[config.mk]
export PLATFORM = sky130hd
export DESIGN_NAME = arithmetic_decoder
export DESIGN_NICKNAME = d
export VERILOG_FILES = /design/src/rtl/arithmetic_decoder.sv
export SDC_FILE = /design/constraint.sdc
export NUM_CORES = 1
export LEC_CHECK = 0
export ABC_AREA = 1
export CAP_MARGIN = 0
export CORE_ASPECT_RATIO = 1.25
export CORE_UTILIZATION = 45
export DETAILED_ROUTE_END_ITERATION = 10
export SLEW_MARGIN = 20
export SYNTH_ARGS = -nofsm -noshare
export SYNTH_HDL_FRONTEND = slang
export SYNTH_SLANG_ARGS = --single-unit
[constraint.sdc]
create_clock -name general_clk -period 6.4 [get_ports general_clk]
set_input_delay 0.64 -clock general_clk [delete_from_list [all_inputs] [get_ports general_clk]]
set_output_delay 0.64 -clock general_clk [all_outputs]
set_load 0.01 [all_outputs]
[src/rtl/arithmetic_decoder.sv]
// Multi-symbol arithmetic decoder: pulls stream bytes, decodes one symbol per
// request against an inverse-CDF table read one entry per cycle, and keeps the
// rng/dif/cnt window state across requests.
module arithmetic_decoder #(
    parameter int unsigned GENERAL_DATA_16      = 16,
    parameter int unsigned GENERAL_DATA_32      = 32,
    parameter int unsigned GENERAL_SYMBOL_WIDTH = 4
) (
    input  logic                            general_clk,
    input  logic                            reset,
    input  logic [7:0]                      byte_data,
    input  logic                            byte_valid,
    output logic                            byte_ready,
    input  logic                            dec_valid,
    input  logic [GENERAL_SYMBOL_WIDTH:0]   dec_nsyms,
    output logic                            dec_ready,
    output logic [GENERAL_SYMBOL_WIDTH-1:0] cdf_idx,
    input  logic [GENERAL_DATA_16-1:0]      cdf_icdf,
    output logic                            sym_valid,
    input  logic                            sym_ready,
    output logic [GENERAL_SYMBOL_WIDTH-1:0] sym_out,
    output logic [GENERAL_DATA_16-1:0]      rng_out
);

    localparam int unsigned D16   = GENERAL_DATA_16;
    localparam int unsigned D32   = GENERAL_DATA_32;
    localparam int unsigned W     = GENERAL_SYMBOL_WIDTH;
    localparam int unsigned NS_W  = W + 1;
    localparam int unsigned CNT_W = 6;
    localparam int unsigned RHI_W = D16 - 8;
    localparam int unsigned IHI_W = D16 - 6;
    localparam int unsigned V_W   = RHI_W + IHI_W;
    localparam int unsigned D_W   = $clog2(D16);

    typedef enum logic [2:0] {
        ST_FILL,
        ST_IDLE,
        ST_SEARCH,
        ST_NORM,
        ST_REFILL,
        ST_OUT
    } state_t;

    state_t                  state_q, state_d;
    logic [D16-1:0]          rng_q, rng_d;
    logic [D16-1:0]          u_q, u_d;
    logic [D32-1:0]          dif_q, dif_d;
    logic signed [CNT_W-1:0] cnt_q, cnt_d;
    logic [W-1:0]            ret_q, ret_d;
    logic [W-1:0]            n_q, n_d;
    logic [W-1:0]            sym_q, sym_d;
    logic                    byte_ready_q, byte_ready_d;
    logic                    dec_ready_q, dec_ready_d;
    logic                    sym_valid_q, sym_valid_d;

    logic [CNT_W-1:0]        fill_shift_w;
    logic signed [CNT_W-1:0] cnt_fill_w;
    logic signed [CNT_W-1:0] cnt_norm_w;
    logic [V_W-1:0]          prod_w;
    logic [V_W-1:0]          v_w;
    logic [W-1:0]            n_minus_ret_w;
    logic [D16-1:0]          c_w;
    logic                    hit_w;
    logic [D_W-1:0]          norm_sh_w;
    logic                    unused_icdf_lsb;

    // Low icdf bits never reach the product.
    assign unused_icdf_lsb = ^cdf_icdf[5:0];

    // Byte insertion point and counter update for FILL/REFILL.
    always_comb begin
        fill_shift_w = 6'd8 - $unsigned(cnt_q);
        cnt_fill_w   = cnt_q + 6'sd8;
    end

    // Split point for the current icdf entry; the last symbol always splits at zero.
    always_comb begin
        prod_w        = V_W'(rng_q[D16-1:8]) * V_W'(cdf_icdf[D16-1:6]);
        n_minus_ret_w = n_q - ret_q;
        c_w           = dif_q[D32-1:D32-D16];
        v_w           = '0;
        if (ret_q != n_q) begin
            v_w = (prod_w >> 1) + (V_W'(n_minus_ret_w) << 2);
        end
        hit_w = V_W'(c_w) >= v_w;
    end

    // Renormalisation shift: distance of rng's leading one from the MSB.
    always_comb begin
        norm_sh_w = D_W'(D16 - 1);
        for (int i = 0; i < int'(D16); i++) begin
            if (rng_q[i]) begin
                norm_sh_w = D_W'(int'(D16) - 1 - i);
            end
        end
        cnt_norm_w = cnt_q - $signed(CNT_W'(norm_sh_w));
    end

    // Next-state and datapath updates; handshake outputs follow the next state.
    always_comb begin
        state_d      = state_q;
        rng_d        = rng_q;
        u_d          = u_q;
        dif_d        = dif_q;
        cnt_d        = cnt_q;
        ret_d        = ret_q;
        n_d          = n_q;
        sym_d        = sym_q;
        byte_ready_d = 1'b0;
        dec_ready_d  = 1'b0;
        sym_valid_d  = 1'b0;

        case (state_q)
            ST_FILL, ST_REFILL: begin
                if (byte_valid && byte_ready_q) begin
                    dif_d = dif_q ^ (D32'(byte_data) << fill_shift_w);
                    cnt_d = cnt_fill_w;
                    if (cnt_fill_w > 6'sd8) begin
                        state_d = (state_q == ST_FILL) ? ST_IDLE : ST_OUT;
                    end
                end
            end
            ST_IDLE: begin
                if (dec_valid && dec_ready_q) begin
                    n_d     = W'(dec_nsyms - NS_W'(1));
                    u_d     = rng_q;
                    ret_d   = '0;
                    state_d = ST_SEARCH;
                end
            end
            ST_SEARCH: begin
                if (hit_w) begin
                    sym_d   = ret_q;
                    rng_d   = u_q - D16'(v_w);
                    dif_d   = dif_q - (D32'(v_w) << 16);
                    state_d = ST_NORM;
                end else begin
                    u_d   = D16'(v_w);
                    ret_d = ret_q + W'(1);
                end
            end
            ST_NORM: begin
                rng_d   = rng_q << norm_sh_w;
                dif_d   = ((dif_q + D32'(1)) << norm_sh_w) - D32'(1);
                cnt_d   = cnt_norm_w;
                state_d = cnt_norm_w[CNT_W-1] ? ST_REFILL : ST_OUT;
            end
            ST_OUT: begin
                if (sym_ready && sym_valid_q) begin
                    state_d = ST_IDLE;
                end
            end
            default: state_d = ST_FILL;
        endcase

        byte_ready_d = (state_d == ST_FILL) || (state_d == ST_REFILL);
        dec_ready_d  = (state_d == ST_IDLE);
        sym_valid_d  = (state_d == ST_OUT);
    end

    // State and window registers; reset abandons any decode in flight.
    always_ff @(posedge general_clk or posedge reset) begin
        if (reset) begin
            state_q      <= ST_FILL;
            rng_q        <= D16'(16'h8000);
            u_q          <= '0;
            dif_q        <= D32'(32'h7FFF_FFFF);
            cnt_q        <= -6'sd15;
            ret_q        <= '0;
            n_q          <= '0;
            sym_q        <= '0;
            byte_ready_q <= 1'b1;
            dec_ready_q  <= 1'b0;
            sym_valid_q  <= 1'b0;
        end else begin
            state_q      <= state_d;
            rng_q        <= rng_d;
            u_q          <= u_d;
            dif_q        <= dif_d;
            cnt_q        <= cnt_d;
            ret_q        <= ret_d;
            n_q          <= n_d;
            sym_q        <= sym_d;
            byte_ready_q <= byte_ready_d;
            dec_ready_q  <= dec_ready_d;
            sym_valid_q  <= sym_valid_d;
        end
    end

    assign byte_ready = byte_ready_q;
    assign dec_ready  = dec_ready_q;
    assign sym_valid  = sym_valid_q;
    assign sym_out    = sym_q;
    assign cdf_idx    = ret_q;
    assign rng_out    = rng_q;

endmodule

==> reports/summary.txt, run 1 <==
First-pass GRT wire length -> 84500 um
Syn Std Cell Area -> 0.0144 mm2
Share of post-route cells with drive strength above 1 -> 20.9%
Worst skew pair latency -> 0.36 ns
Simple-gate portion of the synthesized area -> 39.3%
Crit Path Max Fanout -> 5
Die area -> 0.0328 mm2
Placement Setup Slack -> -1.13 ns
WL final -> 54500 um
# DRC -> 0
Maximum clock frequency -> 152 MHz
Top_reg_cell synth -> dfrtp_1
Post-synth ARST share -> 100%
Grt ovf -> 0
Crit-path slowest cell -> fa_2
Setup CP Type -> flop to flop
CTS tree -> done
Synth warn -> 0
Post-synthesis sequential area ratio -> 15.6%
Top cell by count, worst path -> inv_2
Gr busiest metal -> met2
Synth Instances -> 2383
Htree depth -> 3
Chip Height -> 202 um
Max-cap violation count -> 0
Core ar. -> 0.0313 mm2
Minimum clock period -> 6.59 ns
Die boundary width -> 162 um
Xor/xnor share of the synthesized area -> 4.31%
Max Slew Vio Count -> 0
PnR worst setup slack -> -0.195 ns
CP Launch Type -> flop
CP arrival -> 6.84 ns
All-Layer GR Usage -> 33.1%
Worst slew pin tran -> 1.01 ns
Synth area leaders -> nand2_1 18%, nand3_1 9.7%, inv_1 9.1%
Routed via count -> 16378
Final core utilization -> 57.7%
Max clock buf depth -> 2
CTS root buffer -> clkbuf_16
TritonCTS Sinks -> 88
Initial antenna violation count -> 0
Status -> finished, violations left
Post-route clock period utilization -> 103%
TritonRoute pass-1 iters -> 6
M2 GR Usage -> 58.6%
Initial Utilization -> 46.1%
Slowest cell delay on critical path -> 0.56 ns
Post-synth EDFFs -> 0
Area Growth Syn to Fin -> 25.0%
Reg clk slew, reported paths -> 0.07 ns
Met1 Use GR -> 37.4%
Nets@finish -> 2751
Avg Vias per Cell -> 5.48
Num ports -> 61
Routed Antenna Nets -> 0
Crit end category -> flop
Yosys top cell area share -> 17.9%
Leading area contributor after synthesis -> nand2_1
Synthesized net count -> 2558
RSZ-0062 raised after global routing -> true
Largest family of logic cells by synthesized area -> simple AND/OR/NAND/NOR gates
Fin. Hold Viols -> 0
Worst EP required -> 6.65 ns
Multiplexer area fraction after synthesis -> 0.364%
Avg Synthesized Cell Area -> 6.05 um2
Failing checks -> setup timing
Fin Clk Skew -> 0.00972 ns
DP HPWL -> 41900 um
Largest net degree at the start of global routing -> 72
Slew Limit Headroom -> 32.3%
Vias in the first global route -> 15955
Worst hold-check path type -> flop to flop
Compound-cell area share of the yosys netlist -> 13.0%
#FFs+latches synth -> 88
Inserted Clock Buffers -> 9
Initial DRC count -> 1400
GPL Wtd Cong -> 1.00
Met3 Usage GRT -> 3.92%
Area share of fa/ha/maj cells after synthesis -> 15.0%
N_diodes -> 0
Endpoints failing setup -> 58
Cell Rows -> 72
Port Buffer Count -> 53
Synth cell types -> 62
DR WL/cell -> 18.2 um
## stage by stage
stage | setup TNS, ns | instances | hold slack [ns] | cell area [um2]
6_report | -7.03 | 2988 | 0.485 | 18000
3_3_place_gp | -54.27 | 2934 | 0.473 | 16600
2_1_floorplan | -0.0118 | 2383 | 0.453 | 14600
3_5_place_dp | -59.79 | 2934 | 0.473 | 16600
5_1_grt | -20.99 | 2988 | 0.511 | 18000
4_1_cts | 0 | 2971 | 0.489 | 17500
## kinds of logic after synthesis
group                    Yosys count
AO/OA/AOI/OAI                    339
XOR/XNOR                          71
adder cells (fa/ha/maj)          141
buffers and inverters            455
flip-flops                        88
multiplexers                       5
AND/OR/NAND/NOR                 1284
## repair_timing
item,in CTS,in global routing
gates cloned,2,1
setup endpoints to repair,58,58
buffers inserted,20,18
hold buffers,0,0
gates resized for setup,121,125
pin swaps,77,56
## path summary, 6_finish.rpt
| check | from | to | slack (ns) | cells past startpoint |
|---|---|---|---|---|
| min in group asynchronous | reset | u_q[3] | 0.73 | 2 |
| max reg2reg | rng_out[11] | rng_out[10] | -0.19 | 39 |
| min reg2reg | n_q[0] | n_q[0] | 0.48 | 2 |
| max in group asynchronous | reset | cnt_q[3] | 4.57 | 3 |
| max | rng_out[11] | rng_out[10] | -0.19 | 39 |
| min | n_q[0] | n_q[0] | 0.48 | 2 |
## routing by layer
| layer | vias to the layer above | wire length (um) | part of all wire (%) |
|---|---|---|---|
| li1 | 8032 | - | - |
| met1 | 7622 | 21000 | 38 |
| met2 | 553 | 27100 | 50 |
| met3 | 171 | 2760 | 5.1 |
| met4 | 0 | 3660 | 6.7 |
| met5 | - | 0 | 0 |
## area by class of cell
class                      count  area, um2
inverter                     361       1370
fill                        3101      13200
multi-input combinational   1843      11300
clock inverter                 6       83.8
tap                          407        509
timing repair buffer         273       2290
clock buffer                  10        229
sequential                    88       2250
## worst max-delay path, delay by kind of cell, from the launching register on
family / cells / cell delay, ns
simple gates: 11 / 1.50
compound gates: 7 / 1.07
fa+ha+maj: 7 / 2.24
buf+inv: 13 / 0.98
flops: 1 / 0.50
xor+xnor: 1 / 0.19
## synthesized netlist by cell type, types with 16 or more instances
cell type  instances
xor2_1            55
xnor2_1           16
a31oi_1           27
nand4_1           16
nor3_1            18
inv_1            348
nand2_2           26
a21oi_1           80
nand3_1          279
dfstp_2           36
nor2_1           182
o21ai_0          162
dfrtp_1           52
nand2_1          688
buf_2             26
ha_1              88
fa_1              53
clkbuf_1          47
## placed cells by master, fill, tap and decap left out, types with 14 or more instances in the layout
master / n
nor2_1: 164
fa_1: 47
nand3_1: 270
clkdlybuf4s50_1: 43
nand3_2: 22
dfrtp_1: 49
nor2_2: 23
nor3_1: 18
o21ai_1: 23
ha_1: 65
xnor2_1: 14
nand2_4: 17
buf_6: 19
ha_4: 22
a31oi_1: 24
a21oi_2: 14
inv_1: 320
o21ai_2: 14
o21ai_0: 138
xor2_1: 51
nand2_1: 662
inv_2: 35
nand4_1: 16
a21oi_1: 62
nor2_4: 14
buf_4: 197
dfstp_2: 36
nand2_2: 41
## sequential cells by signal (all words and copies together), names as in the netlist
| signal | cells |
|---|---|
| byte_ready | 1 |
| cdf_idx | 4 |
| rng_out | 16 |
| sym_valid | 1 |
| u_q | 16 |
| n_q | 4 |
| cnt_q | 6 |
| sym_out | 4 |
| state_q | 3 |
| dec_ready | 1 |
| dif_q | 32 |
Power of run 1 is left out: the tool's default activity adds up to more than one toggle a clock period on the data nets, which glitch-free logic cannot reach.
==> run 2, diff against run 1 <==
--- a/config.mk
+++ b/config.mk
@@ -5,7 +5,6 @@
 export SDC_FILE = /design/constraint.sdc
 export NUM_CORES = 1
 export LEC_CHECK = 0
-export ABC_AREA = 1
 export CAP_MARGIN = 0
 export CORE_ASPECT_RATIO = 1.25
 export CORE_UTILIZATION = 45
==> run 2 against run 1 <==
Against the previous run:
- the run still ends with setup timing left
- critical path type unchanged
- critical path depth shrank 10
- die area shrank 0.86%
- critical endpoint is now sym_out[0]
- flip-flop and latch count is the same
- highest routed layer unchanged
- clock skew grew 0.0058 ns
==> reports/summary.txt, run 2 <==
Largest Register -> dif_q
Avg Vias per Cell -> 6.06 (+11%)
Routed Antenna Nets -> 0 (unchanged)
PnR worst setup slack -> -0.607 ns (-0.412 ns)
Reg clk slew, reported paths -> 0.08 ns (about the same)
Synth area leaders -> dfrtp_1 9.1%, ha_1 7.7%, fa_1 7.4%
Post-synth ARST share -> 100% (unchanged)
Most frequent cell after synthesis -> nand2_1
Initial antenna violation count -> 0 (unchanged)
RSZ-0062 raised after global routing -> true
Leading area contributor after synthesis -> dfrtp_1
TritonCTS Sinks -> 88 (unchanged)
Fill count -> 2946 (-5.0%)
All-Layer GR Usage -> 32.3% (-0.87 points)
Top_reg_cell synth -> dfrtp_1
TritonRoute pass-1 iters -> 5 (-1)
Fin Clk Skew -> 0.0156 ns (+0.00584 ns)
CTS tree -> done
Max clock buf depth -> 2 (unchanged)
N_diodes -> 0 (unchanged)
Placement Setup Slack -> -1.44 ns (-0.305 ns)
Register-to-register setup slack -> -0.61 ns (-0.41 ns)
Avg Synthesized Cell Area -> 7.71 um2 (+27%)
Post-route clock period utilization -> 109% (+6.4 points)
Synth cell types -> 102 (+65%)
Max Slew Vio Count -> 0 (unchanged)
GPL Wtd Cong -> 0.972 (-2.8%)
Synth warn -> 0 (unchanged)
Largest net degree at the start of global routing -> 63 (-13%)
Initial Utilization -> 46.0% (-0.14 points)
Initial DRC count -> 1068 (-24%)
Share of post-route cells with drive strength above 1 -> 24.3% (+3.4 points)
DR WL/cell -> 21.4 um (+17%)
Setup TNS -> -29.72 ns (-22.69 ns)
WL final -> 52200 um (-4.3%)
Top cell by count, worst path -> fa_1
First-pass GRT wire length -> 81600 um (-3.5%)
Crit-path slowest cell -> fa_1
Top post-synthesis cells by count -> 188 x nand2_1, 156 x nor2_1, 153 x a21oi_1
Nets@finish -> 2197 (-20%)
Die area -> 0.0325 mm2 (-0.86%)
Setup CP Type -> flop to flop
Worst skew pair latency -> 0.37 ns (about the same)
Endpoints failing setup -> 58 (unchanged)
Max-cap violation count -> 0 (unchanged)
Post-synthesis sequential area ratio -> 15.7% (+0.14 points)
Maximum clock frequency -> 143 MHz (-5.9%)
Placed cells -> 2387 (-19%)
Failing checks -> setup timing
Yosys top cell area share -> 9.11% (-8.8 points)
DP HPWL -> 40300 um (-3.9%)
Vias in the first global route -> 14830 (-7.1%)
Status -> finished, violations left
Fin. Hold Viols -> 0 (unchanged)
Worst slew pin tran -> 0.934 ns (-0.0760 ns)
Chip Height -> 201 um (-0.43%)
Area Growth Syn to Fin -> 23.1%
CTS root buffer -> clkbuf_16
Hold Slack -> 0.508 ns (+0.0233 ns)
Commonest non-fill, non-tap cell in the layout -> buf_4
Routed via count -> 14757 (-9.9%)
Cell Rows -> 72 (unchanged)
Core ar. -> 0.0311 mm2 (-0.58%)
Slew Limit Headroom -> 36.1% (+3.9 points)
Crit Path Max Fanout -> 7 (+2)
Worst hold-check path type -> flop to flop
Num ports -> 61 (unchanged)
Die boundary width -> 161 um (-0.43%)
Syn Std Cell Area -> 0.0143 mm2 (-0.88%)
Post-synth EDFFs -> 0 (unchanged)
Max reg flops -> 32 (unchanged)
Slowest cell delay on critical path -> 0.56 ns (about the same)
# DRC -> 0 (unchanged)
CP arrival -> 7.27 ns (+0.43 ns)
Finished Layout Cells -> 2434 (-19%)
Htree depth -> 3 (unchanged)
Port Buffer Count -> 53 (unchanged)
CP Launch Type -> flop
Synthesized net count -> 2028 (-21%)
Minimum clock period -> 7.01 ns (+0.412 ns)
#FFs+latches synth -> 88 (unchanged)
Most frequent cells in the layout -> 193 x buf_4, 179 x nand2_1, 146 x nor2_1, 133 x a21oi_1, 113 x inv_1
Worst EP required -> 6.66 ns (about the same)
Crit end category -> flop
Grt ovf -> 0 (unchanged)
Inserted Clock Buffers -> 9 (unchanged)
Synth Instances -> 1853 (-22%)
run 2: cell type report:
class | count | area [um2] | share of cell area, %
clock buffer | 11 | 243 | 1.38
clock inverter | 5 | 40.0 | 0.228
inverter | 124 | 480 | 2.73
multi-input combinational | 1525 | 11700 | 66.5
sequential | 88 | 2250 | 12.8
tap | 407 | 509 | 2.89
timing repair buffer | 274 | 2380 | 13.5
run 2: critical path, delay by kind of cell (launching register included):
| kind | cells | cell delay [ns] |
|---|---|---|
| AO/OA/AOI/OAI | 5 | 0.95 |
| XOR/XNOR | 2 | 0.21 |
| adder cells (fa/ha/maj) | 6 | 2.61 |
| buffers and inverters | 7 | 0.68 |
| flip-flops | 1 | 0.44 |
| multiplexers | 1 | 0.33 |
| AND/OR/NAND/NOR | 8 | 1.66 |
run 2: what timing repair did:
action                     CTS  global route
setup endpoints to repair   58            58
pin swaps                   61            32
setup buffers               27             4
hold buffers                 0             0
gates resized for setup    115            80
cloned                       2             0
run 2: stage by stage:
stage                     cell area, um2  util, %
after global routing               17600     56.6
after CTS                          17200     55.3
after detailed placement           16300     52.5
final                              17600     56.6
after global placement             16300     52.5
after floorplan                    14600        -
run 2: cell families after synthesis:
logic type	after synthesis	share of synthesized area [%]
AO/OA/AOI/OAI	526	24.1
buffers and inverters	241	8.00
multiplexers	92	7.35
XOR/XNOR	107	6.56
flip-flops	88	15.7
adder cells (fa/ha/maj)	141	15.1
AND/OR/NAND/NOR	658	23.2
run 2: layer usage:
metal / share of wire, % / routed length (um) / up-vias / track usage, %
met5: 0 / 0 / - / 0
met4: 7.3 / 3800 / 0 / 21.6
met3: 4.3 / 2230 / 166 / 2.91
met2: 51 / 26400 / 513 / 57.9
met1: 38 / 19800 / 7100 / 35.9
li1: - / - / 6978 / -
run 2: path summary, 6_finish.rpt:
| path | depth (start not counted) | to | from |
|---|---|---|---|
| max | 29 | sym_out[0] | rng_out[12] |
| min | 1 | u_q[11] | u_q[11] |
| max reg2reg | 29 | sym_out[0] | rng_out[12] |
| min reg2reg | 1 | u_q[11] | u_q[11] |
| max in group asynchronous | 3 | rng_out[12] | reset |
| min in group asynchronous | 2 | cnt_q[2] | reset |
Power of run 2 is left out for the same reason.
==> run 3, diff against run 2 <==
--- a/config.mk
+++ b/config.mk
@@ -9,6 +9,7 @@
 export CORE_ASPECT_RATIO = 1.25
 export CORE_UTILIZATION = 45
 export DETAILED_ROUTE_END_ITERATION = 10
+export PLACE_DENSITY_LB_ADDON = 0.2
 export SLEW_MARGIN = 20
 export SYNTH_ARGS = -nofsm -noshare
 export SYNTH_HDL_FRONTEND = slang
==> run 3 against run 2 <==
Against the previous run:
- the run still ends with setup timing left
- critical path depth is 2 lower
- hold slack is essentially flat
- cell count up 0.21%
- via count is 0.32% higher
==> reports/summary.txt, run 3 (synthesis results as in run 2) <==
Worst slew pin tran -> 1.07 ns (+0.133 ns)
Fin. Hold Viols -> 0 (unchanged)
Max Slew Vio Count -> 0 (unchanged)
Reg clk slew, reported paths -> 0.07 ns (about the same)
CP arrival -> 7.19 ns (-0.08 ns)
Worst hold-check path type -> flop to flop
Kind of cell adding the most delay to the critical path -> adder cells
Area of the multi-input gates -> 0.0116 mm2 (-0.78%)
Fin Clk Skew -> 0.0127 ns (-0.00285 ns)
TritonRoute pass-1 iters -> 6 (+1)
CTS tree -> done
Post-CTS Hold Buffers -> 0 (unchanged)
Initial antenna violation count -> 0 (unchanged)
CP Launch Type -> flop
TritonCTS Sinks -> 88 (unchanged)
Htree depth -> 3 (unchanged)
Worst skew pair latency -> 0.38 ns (about the same)
Die area -> 0.0325 mm2 (unchanged)
WP buf/inv -> 5 (-2)
Crit Path Max Fanout -> 7 (unchanged)
Final core utilization -> 56.7% (about the same)
# DRC -> 0 (unchanged)
Minimum clock period -> 6.91 ns (-0.0961 ns)
Core ar. -> 0.0311 mm2 (unchanged)
Status -> finished, violations left
Cell Rows -> 72 (unchanged)
Chip Height -> 201 um (unchanged)
Most frequent cells in the layout -> 193 x buf_4, 177 x nand2_1, 144 x nor2_1, 133 x a21oi_1, 108 x inv_1
Routed Antenna Nets -> 0 (unchanged)
First-pass GRT wire length -> 79300 um (-2.8%)
Max clock buf depth -> 2 (unchanged)
Placed cells -> 2392 (+0.21%)
RSZ-0062 raised after global routing -> true
Slowest cell delay on critical path -> 0.67 ns (+0.11 ns)
Slew Limit Headroom -> 27.0% (-9.1 points)
DP HPWL -> 39100 um (-2.9%)
Worst EP required -> 6.68 ns (+0.02 ns)
Vias in the first global route -> 14606 (-1.5%)
Grt ovf -> 0 (unchanged)
Crit-path slowest cell -> dfstp_2
Area Growth Syn to Fin -> 23.2% (about the same)
Port Buffer Count -> 53 (unchanged)
Finished Layout Cells -> 2439 (+0.21%)
Routed via count -> 14804 (+0.32%)
PnR worst setup slack -> -0.511 ns (+0.0961 ns)
Inserted Clock Buffers -> 9 (unchanged)
Share of post-route cells with drive strength above 1 -> 24.8% (+0.43 points)
WL final -> 50700 um (-2.7%)
Num ports -> 61 (unchanged)
Setup TNS -> -24.95 ns (+4.78 ns)
Max-cap violation count -> 0 (unchanged)
All-Layer GR Usage -> 31.2% (-1.1 points)
Initial Utilization -> 46.0% (unchanged)
Largest Register -> dif_q
Nets@finish -> 2202 (+0.23%)
Post-route clock period utilization -> 108% (-1.5 points)
N_diodes -> 0 (unchanged)
Initial DRC count -> 958 (-10%)
Endpoints failing setup -> 58 (unchanged)
Seq. cell area -> 0.00225 mm2 (about the same)
GPL Wtd Cong -> 0.947 (-2.6%)
Failing checks -> setup timing
DR WL/cell -> 20.8 um (-2.9%)
Avg Vias per Cell -> 6.07 (+0.11%)
Commonest non-fill, non-tap cell in the layout -> buf_4
Crit end category -> flop
Maximum clock frequency -> 145 MHz (+1.4%)
Max reg flops -> 32 (unchanged)
Fill count -> 2912 (-1.2%)
Top cell by count, worst path -> fa_1
Setup CP Type -> flop to flop
Die boundary width -> 161 um (unchanged)
CTS root buffer -> clkbuf_16
Largest net degree at the start of global routing -> 66 (+4.8%)
-- run 3: per-layer routing --
metal	wire length (um)	global-route usage [%]	vias up	part of all wire, %
met1	19600	35.3	7137	39
met3	2240	3.22	146	4.4
met2	25900	56.1	529	51
met5	0	0	-	0
met4	3070	18.4	0	6.0
li1	-	-	6992	-
-- run 3: final timing paths --
check	from	end	slack, ns	depth (start not counted)
max reg2reg	rng_out[15]	rng_out[14]	-0.51	27
min reg2reg	u_q[11]	u_q[11]	0.51	1
min	u_q[11]	u_q[11]	0.51	1
max in group asynchronous	reset	rng_out[12]	4.54	3
min in group asynchronous	reset	cnt_q[2]	0.56	2
max	rng_out[15]	rng_out[14]	-0.51	27
-- run 3: final cells by class --
type | instances | area share [%]
Clock inverter | 7 | 0.412
Timing Repair inverter | 1 | 0.0497
Multi-Input combinational cell | 1524 | 65.9
Inverter | 124 | 2.72
Timing Repair Buffer | 279 | 14.0
Clock buffer | 9 | 1.28
Tap cell | 407 | 2.89
Sequential cell | 88 | 12.8
-- run 3: worst register-to-register path, cell delays in order, from the launching register on --
cell and delay (ns):
dfstp_2 0.67, and2_4 0.20, fa_1 0.45, fa_1 0.51, fa_1 0.49, inv_1 0.05
fa_1 0.49, inv_2 0.05, ha_4 0.27, and3_4 0.19, and2_4 0.15, a31oi_4 0.19
a21oi_2 0.10, xnor2_2 0.14, or4_4 0.53, nor2_4 0.14, xnor2_2 0.12, nand2_2 0.10
ha_4 0.27, and3_4 0.17, and4_1 0.14, a221o_1 0.31, o41a_1 0.18, and3_4 0.23
buf_12 0.14, clkbuf_16 0.15, buf_6 0.12, a221oi_4 0.26
-- run 3: metrics by stage --
step,hold WS (ns),worst slack [ns],instance area (um2)
floorplan,0.470,-0.721,14600
global placement,0.481,-1.32,16300
detailed placement,0.490,-1.41,16300
CTS,0.506,-0.489,17300
global route,0.530,-0.739,17600
finish,0.508,-0.511,17600
-- run 3: timing repair --
| item | CTS | global route |
|---|---|---|
| endpoints found under the setup margin | 58 | 58 |
| gates cloned | 2 | 1 |
| pin swaps | 66 | 20 |
| resized for setup | 150 | 50 |
| setup buffers | 23 | 7 |
Power of run 3 is left out for the same reason.
